## src/rtl/apb_pair.sv

```systemverilog
// APB link: a master front-end that sequences SETUP/ACCESS phases and a
// zero-wait-state 16-word slave register file sharing PSEL and PWRITE.
`timescale 1ns / 1ps

module apb_pair (
  input  logic        PCLK,
  input  logic        PRESET,
  input  logic        PSEL,
  input  logic        transfer,
  input  logic        PWRITE,
  input  logic [31:0] PADDR,
  input  logic [31:0] PDATA,
  output logic        PENABLE,
  output logic [31:0] PRWADDR,
  output logic [31:0] PRWDATA,
  output logic [31:0] PRDATA1,
  output logic        PREADY
);

  typedef enum logic [1:0] {
    StIdle   = 2'd0,
    StSetup  = 2'd1,
    StAccess = 2'd2
  } state_e;

  state_e      r_state;
  logic        r_penable;
  logic [31:0] r_addr;
  logic [31:0] r_data;
  logic [31:0] r_regs [16];

  logic        w_pready;
  logic        w_in_range;
  logic [3:0]  w_index;
  logic        w_wr_en;
  logic        w_rd_en;

  assign PENABLE = r_penable;
  assign PRWADDR = r_addr;
  assign PRWDATA = r_data;

  // Slave completes every access in the first ACCESS cycle.
  assign w_pready   = PSEL & r_penable;
  assign PREADY     = w_pready;
  assign w_in_range = (r_addr[31:6] == 26'd0);
  assign w_index    = r_addr[5:2];
  assign w_wr_en    = w_pready & PWRITE & w_in_range;
  assign w_rd_en    = w_pready & ~PWRITE & w_in_range;

  // Master FSM; PENABLE is registered alongside the state so it tracks ACCESS exactly.
  always_ff @(posedge PCLK or negedge PRESET) begin
    if (!PRESET) begin
      r_state   <= StIdle;
      r_penable <= 1'b0;
      r_addr    <= 32'd0;
      r_data    <= 32'd0;
    end else begin
      unique case (r_state)
        StIdle: begin
          if (PSEL && transfer) begin
            r_addr  <= PADDR;
            r_data  <= PDATA;
            r_state <= StSetup;
          end
        end
        StSetup: begin
          if (PSEL) begin
            r_state   <= StAccess;
            r_penable <= 1'b1;
          end else begin
            r_state <= StIdle;
          end
        end
        StAccess: begin
          if (!PSEL) begin
            r_state   <= StIdle;
            r_penable <= 1'b0;
          end else if (w_pready && transfer) begin
            r_addr    <= PADDR;
            r_data    <= PDATA;
            r_state   <= StSetup;
            r_penable <= 1'b0;
          end else if (w_pready) begin
            r_state   <= StIdle;
            r_penable <= 1'b0;
          end
        end
        default: begin
          r_state   <= StIdle;
          r_penable <= 1'b0;
        end
      endcase
    end
  end

  always_ff @(posedge PCLK or negedge PRESET) begin
    if (!PRESET) begin
      for (int i = 0; i < 16; i++) begin
        r_regs[i] <= 32'd0;
      end
    end else if (w_wr_en) begin
      r_regs[w_index] <= r_data;
    end
  end

  // Out-of-range and non-read cycles return zero.
  always_comb begin
    PRDATA1 = 32'd0;
    if (w_rd_en) begin
      PRDATA1 = r_regs[w_index];
    end
  end

endmodule

```

## config.mk

```make
export PLATFORM = sky130hd
export DESIGN_NAME = apb_pair
export DESIGN_NICKNAME = d
export VERILOG_FILES = /design/src/rtl/apb_pair.sv
export SDC_FILE = /design/constraint.sdc
export NUM_CORES = 1
export LEC_CHECK = 0
export CORE_MARGIN = 2
export CORE_UTILIZATION = 54
export DETAILED_ROUTE_END_ITERATION = 12
export PLACE_DENSITY = 0.85
export SYNTH_ARGS = -nofsm -noshare
export SYNTH_HDL_FRONTEND = slang
export SYNTH_SLANG_ARGS = --single-unit
export TNS_END_PERCENT = 100
```

## constraint.sdc

```tcl
create_clock -name PCLK -period 2.76 [get_ports PCLK]
set_input_delay 0.552 -clock PCLK [delete_from_list [all_inputs] [get_ports PCLK]]
set_output_delay 0.552 -clock PCLK [all_outputs]
set_load 0.02 [all_outputs]
```

Word-level counts from Yosys, hierarchy flattened
Cells that the tools add are included.
{"block": "word_totals", "regBits": 579, "input_bits": 69, "out_inout_bits": 98, "wordCells": 72}
{"block": "op_classes", "n_lt_le_gt_ge": 2, "n_eq_ne": 7, "muxes": 26, "bitwise": 8, "n_reduce_logical": 9}
{"operator": "$bwmux W512", "count": 1}
{"operator": "$mux W32", "count": 10}
{"operator": "$bmux W32 S4", "count": 1}
{"operator": "$demux W32 S4", "count": 1}
{"operator": "$pmux W32 S2", "count": 2}
{"operator": "$logic_not A26 Y1", "count": 1}
{"operator": "$mux W2", "count": 5}
{"operator": "$ne A2 B2 Y1 const B", "count": 4}
{"operator": "$pmux W2 S3", "count": 1}
{"operator": "$and A1 B1 Y1", "count": 5}
{"operator": "$ge A5 B5 Y1 const B", "count": 1}
{"operator": "$lt A5 B1 Y1 const B", "count": 1}
{"operator": "$not A4 Y5", "count": 1}
{"operator": "$mux W1", "count": 4}
{"operator": "$ne A4 B4 Y1 const B", "count": 1}
{"operator": "$reduce_and A4 Y1", "count": 1}
{"operator": "$logic_and A1 B1 Y1", "count": 3}
{"operator": "$pmux W1 S3", "count": 1}
{"operator": "$reduce_and A3 Y1", "count": 1}
{"operator": "$eq A2 B1 Y1 const B", "count": 1}
{"operator": "$eq A2 B2 Y1 const B", "count": 1}
{"operator": "$logic_not A2 Y1", "count": 1}
{"operator": "$not A1 Y1", "count": 2}
{"operator": "$reduce_and A2 Y1", "count": 1}
{"operator": "$reduce_bool A2 Y1", "count": 1}

Logic depth before layout (Yosys ltp)
{"block": "depth", "depth_word": 6, "mapped_depth": 7}

Worst setup path after synthesis
No wires, ideal clock.
{"block": "synth_path", "path_kind": "register to output", "startpoint": "register r_addr[23], in the netlist PRWADDR[23]", "endpoint": "output PRDATA1[10]", "t_arrival_ns": 2.430, "required_ns": 2.208, "slack_ns": -0.222, "path_stages_with_launch": 8, "path_buffers": 3, "path_cell_list": "dfrtp_1 -> nor4_2 -> nand4_4 -> buf_6 -> or4b_1 -> clkbuf_1 -> buf_2 -> a21oi_1"}
{"block": "synth_between", "elab_chain_cells": 3}
{"item": "start: declaration", "line_no": "28", "text": "logic [31:0] r_addr;"}
{"item": "start signal: assignment", "line_no": "55", "text": "r_addr <= 32'd0;"}
{"item": "start signal: assignment", "line_no": "61", "text": "r_addr <= PADDR;"}
{"item": "start signal: assignment", "line_no": "79", "text": "r_addr <= PADDR;"}
{"item": "$logic_not A26 Y1", "line_no": "45", "text": "assign w_in_range = (r_addr[31:6] == 26'd0);"}
{"item": "$and A1 B1 Y1", "line_no": "48", "text": "assign w_rd_en = w_pready & ~PWRITE & w_in_range;"}
{"item": "$mux W32", "line_no": "109", "text": "if (w_rd_en) begin"}
{"item": "end: declaration", "line_no": "16", "text": "output logic [31:0] PRDATA1,"}
No other way between the ends.

Final worst setup path
{"block": "layout_path", "startpoint": "register r_addr[15], in the netlist PRWADDR[15]", "endpoint": "output PRDATA1[23]"}
Same word-level chain as after synthesis.

==> impl_results.md <==
- Final hold violations: 0
- Status: complete, but fails checks
- Crit path max-delay family: simple AND/OR/NAND/NOR gates
- Final min period: 3282 ps
- Syn Nets: 1,634
- RSZ-0062 raised after global routing: yes
- FF/Latch Area: 0.01450 mm^2
- Num CTS Buffers: 57
- Leading cell types in the layout, fill and taps excluded: dfrtp_1, mux2_2, mux2_1
- Synthesized area per cell: 16.43 um^2
- Dpl ws: -774.2 ps
- Post-layout util: 0.6897
- Post-Syn Area: 0.02571 mm^2
- Final-layout fill cell count: 2,957
- Leakage: 0.01527 uW
- WP data required: 2210 ps
- Clock buffer depth: 3
- Global route overflow: 0
- Yosys reg bits: 579
- Area grow syn2layout: 25.43%
- Die area: 0.04937 mm^2
- Slowest cell delay on critical path: 610 ps
- Initial antenna violation count: 1
- Crit path max fanout: 4
- Peak VDD IR: 0.5906 mV
- Initial core utilization: 0.5499
- Relative slew slack: 0.5195
- Clock transition at path regs: 60 ps
- Vias per inst: 6.147
- Post-Synth XOR/XNOR Area: 0
- Slowest stage cell on the critical path: or4b_4
- Buf/Inv on CP: 3
- Vias: 15.41k
- Pins Over Slew Limit: 0
- GRT Total Usage: 0.2654
- Routability Congestion: 0.7784
- Skew final: 20.46 ps
- Largest net degree at the start of global routing: 77
- Multi-input logic area: 0.01107 mm^2
- Final non-filler cell total: 2,507
- Simple-Gate Fraction of Synth Area: 0.01961
- Final setup fails: 32
- PortBufs: 166
- Synthesized instance count: 1,565
- Die Width: 222.2 um
- Startpoint Class: flip-flop
- Clk_lat worst skew: 620 ps
- Vias in the first global route: 17.27k
- Most common cell after layout, fill and taps aside: dfrtp_1
- Initial drt markers: 1,071
- Synth Warn #: 0
- Routed WL: 64.52 mm
- Final setup TNS: -14,700 ps
- Placed cell count: 2,384
- Routed Antenna Nets: 0
- Root buffer cell: clkbuf_16
- Final period util: 1.189
- Complex-gate fraction of the synthesized area: 0.02686
- Synth Area in Adders: 0
- Failing checks: setup timing
- Cell variety after synth: 30
- # rows: 79
- Critical Path Sink Type: primary output
- Sink Count: 579
- Top cells by area, synth: dfrtp_1, mux2_2, mux4_2
- CTS tree: yes
- Hold Path Class: reg2reg
- Wire per inst: 25.74 um
- First-pass GRT wire length: 100.9 mm
- Io pins: 167
- PD cells: 627.5 mW/mm^2
- Drt pass-1 iters: 5
- Layout cell share with drive strength beyond 1: 0.4497
- Register area share after synthesis: 0.5636
- Worst Max-Slew Pin Slew: 720.8 ps
- Critical path arrival: 2730 ps
- Setup CP Type: reg2out
- Nets: 1,922
- H-tree Lvls: 2
- Main combinational cell family by area after synthesis: multiplexers
- Critical-path cell list: nor4_4 > nand4_4 > or4b_4 > buf_12 > clkbuf_16 > a21oi_4 > buf_6
- Drc violations: 0
- Highest Clock Rate: 0.3047 GHz
- Die Height: 222.2 um
- Top cell type's share of synthesized area: 0.5636
- Estimated wirelength of the detail-placed design: 39.16 mm
- Fin worst setup slack: -522.2 ps
- Post-synth top area cell: dfrtp_1
- Max cap viols: 0
- Core Footprint: 0.04675 mm^2
- Multiplexer share of the synthesized area: 0.3644
[final timing paths]
path                        startpoint           to  slack [ps]  cells after the start
setup / recovery           PRWADDR[15]  PRDATA1[23]        -520                      7
hold / removal              r_state[1]      PENABLE         450                      1
setup reg to reg            PRWADDR[2]  r_regs[508]          90                      7
hold reg to reg             r_state[1]      PENABLE         450                      1
max in group asynchronous       PRESET  r_regs[460]        1330                      3
min in group asynchronous       PRESET  r_regs[501]         550                      2
[Yosys cell counts]
master	n
nand2_1	3
or2_2	1
o21a_1	1
nor2b_1	5
dfrtp_1	579
nor2_1	2
or3b_2	1
or4b_1	1
buf_1	41
nor4_2	10
nor3_1	1
and2_1	2
buf_6	2
nor4_4	9
nand3b_1	2
mux2_1	251
nand2b_1	2
mux2_2	325
nand4_4	1
a21oi_1	23
mux4_2	128
buf_2	42
clkbuf_1	34
buf_4	19
a21oi_2	10
nand3_1	1
a22oi_1	64
nor4_1	3
and4bb_1	1
nand3_2	1
[registers in the layout (all words and copies together) (netlist names)]
signal,flops
r_regs,512
PRWADDR,32
PRWDATA,32
r_state,2
PENABLE,1
[cell type report]
cell class,instances,share of cell area
Clock inverter,16,0.005898
Tap cell,607,0.02355
Clock buffer,89,0.05300
Multi-Input combinational cell,848,0.3433
Antenna cell,1,0.00007760
Timing Repair Buffer,367,0.1244
Sequential cell,579,0.4498
[metrics by stage]
stage	instance area (um^2)	power, uW	hold WS (ps)
2_1_floorplan	26070	10660	256.4
3_3_place_gp	29950	12340	428.2
3_5_place_dp	29950	12430	449.2
4_1_cts	32120	20320	452.8
5_1_grt	32240	20940	470.2
6_report	32250	20240	449.8
[per-layer routing]
metal,part of all wire,track usage,up-vias
met5,0,0,-
met4,0.035,0.1035,0
met3,0.056,0.04589,143
met2,0.51,0.4474,512
met1,0.40,0.3462,8288
li1,-,-,6468
[power breakdown]
| group | total (uW) | internal (uW) | switching [uW] |
|---|---|---|---|
| combinational | 3050 | 1480 | 1570 |
| sequential | 9310 | 8700 | 609 |
| clock | 7870 | 4610 | 3260 |
[what timing repair did]
item / in CTS / in global routing
gates cloned: 3 / 2
gates resized for setup: 203 / 12
pin swaps: 6 / 4
endpoints found under the setup margin: 32 / 68
buffers inserted: 8 / 4
hold buffers: 1 / 0
hold endpoints to repair: 62 / 0
[kinds of logic after synthesis]
family | after synthesis
simple gates | 46
flops | 579
buf+inv | 138
compound gates | 98
mux | 704
No activity file was read; power rests on OpenSTA's default activity.
==> patch (same flow settings) <==
Encoding of `state_e`: now one-hot (3 bits for 3 states).
--- a/src/rtl/apb_pair.sv
+++ b/src/rtl/apb_pair.sv
@@ -17,10 +17,10 @@
   output logic        PREADY
 );
 
-  typedef enum logic [1:0] {
-    StIdle   = 2'd0,
-    StSetup  = 2'd1,
-    StAccess = 2'd2
+  typedef enum logic [2:0] {
+    StIdle   = 3'b001,
+    StSetup  = 3'b010,
+    StAccess = 3'b100
   } state_e;
 
   state_e      r_state;
Behaviour: no difference found for any inputs over 4 cycles, from zero or initial values and one cycle with PRESET low; so few cycles prove little.
==> patch against the unedited design <==
- sequential cell count is 1 higher
- non-clock buffer count is 9 higher
- die area is 0.74% higher
- combinational power is 2% higher
- final area is 1.3% higher
- the run still ends with setup timing left
- wire length is 4.7% higher
- critical path depth is 1 higher
- sequential share of layout area is 0.51 points lower
- area after synthesis is 0.75% higher
- power is 3.3% higher
- worst setup slack worse by 0.00088 ns
- critical endpoint is now PRDATA1[22]
==> patch: results (changes against the unedited design) <==
| Metric | Value |
|---|---|
| Outcome | complete, but fails checks |
| Failing checks | setup timing |
| Total CTS buffers | 59 (+3.5%) |
| Hold Path Class | in -> async |
| Post-synth top cells | 579 x dfrtp_1, 344 x mux2_2, 232 x mux2_1 |
| Largest stage delay, worst path | 0.52 ns (-0.09 ns) |
| LEAKAGE | 15.41 nW (+0.92%) |
| Vias in the first global route | 17130 (-0.84%) |
| Largest net degree at the start of global routing | 82 (+6.5%) |
| Crit Path Max Fanout | 6 (+2) |
| Post-route setup TNS | -15.73 ns (-1.036 ns) |
| Max-slew headroom | 59.41% (+7.5 points) |
| Ant diodes | 0 (-1) |
| Skew final | 0.02641 ns (+0.005947 ns) |
| Register area | 14530 sq um (+0.19%) |
| Antenna violations before repair | 0 (-1) |
| Synth Area in XOR/XNOR | 0.06762% (+0.068 points) |
| Final Setup Violations | 32 (unchanged) |
| Via count | 15600 (+1.2%) |
| Initial DRC count | 1150 (+7.4%) |
| Placed instance count | 2416 (+1.3%) |
| RePlAce Congestion | 0.7884 (+1.3%) |
| Synth area leaders | dfrtp_1 56%, mux2_2 15%, mux4_2 11% |
| Final Worst Setup Slack | -0.5231 ns (-0.0008840 ns) |
| Layout fillers | 2944 (-0.44%) |
patch: cell types whose count changed in the layout (fill, tap and decap cells not counted), sizes merged, moves of 2 or more:
cell	change
buf	+7
bufinv	+3
nand3b	+2
nor2b	-3
clkinv	+7
inv	-2
clkbuf	-5
nor3b	+3
xor2	+2
patch: area by class of cell:
class	instances	share of cell area, %
tap	615	2.355
sequential	580	44.47
timing repair buffer	376	12.86
multi-input combinational	857	34.05
clock inverter	25	1.015
clock buffer	83	5.253
patch: worst register-to-register path: stages, from the launching register on:
cell and delay, ns:
dfrtp_4 0.62, buf_12 0.24, or3b_2 0.62, nor4_4 0.27, buf_4 0.38, mux2_2 0.39
patch: logic make-up (layout without fill, tap and decap cells):
| group | after synthesis | after routing |
|---|---|---|
| buf+inv | 140 | 484 |
| xor+xnor | 2 | 2 |
| simple gates | 50 | 50 |
| flops | 580 | 580 |
| compound gates | 100 | 100 |
| mux | 705 | 705 |
patch: power groups by stage:
stage | clock [mW] | combinational, mW | sequential, mW
finish | 8.38 | 3.12 | 9.41
global route | 8.83 | 3.28 | 9.47
CTS | 8.47 | 3.14 | 9.39
detailed placement | 0 | 3.00 | 9.56
global placement | 0 | 2.96 | 9.51
floorplan | 0 | 1.35 | 9.41
patch: routing by layer:
layer	wire length [um]	GRT usage, %	up-vias	share of wire, %
li1	-	-	6544	-
met1	26580	35.42	8358	39
met2	34750	46.39	532	51
met3	3809	4.873	168	5.6
met4	2435	10.61	0	3.6
met5	0	0	-	0
patch: worst paths after layout:
check / start / to / cells after the start
hold reg to reg: r_regs[260] / r_regs[260] / 1
hold / removal: PRESET / PRWDATA[23] / 2
max in group asynchronous: PRESET / r_regs[481] / 3
setup reg to reg: PRWADDR[3] / r_regs[362] / 5
min in group PCLK: r_regs[260] / r_regs[260] / 1
setup / recovery: PRWADDR[21] / PRDATA1[22] / 8
patch: repair_timing:
action                                  4_1_cts  5_1_grt
gates cloned                                  1        4
resized for setup                           107      101
pin swaps                                     1        3
endpoints found under the hold margin        48        0
hold buffers                                  1        0
buffers inserted                              4        2
endpoints found under the setup margin       32       33
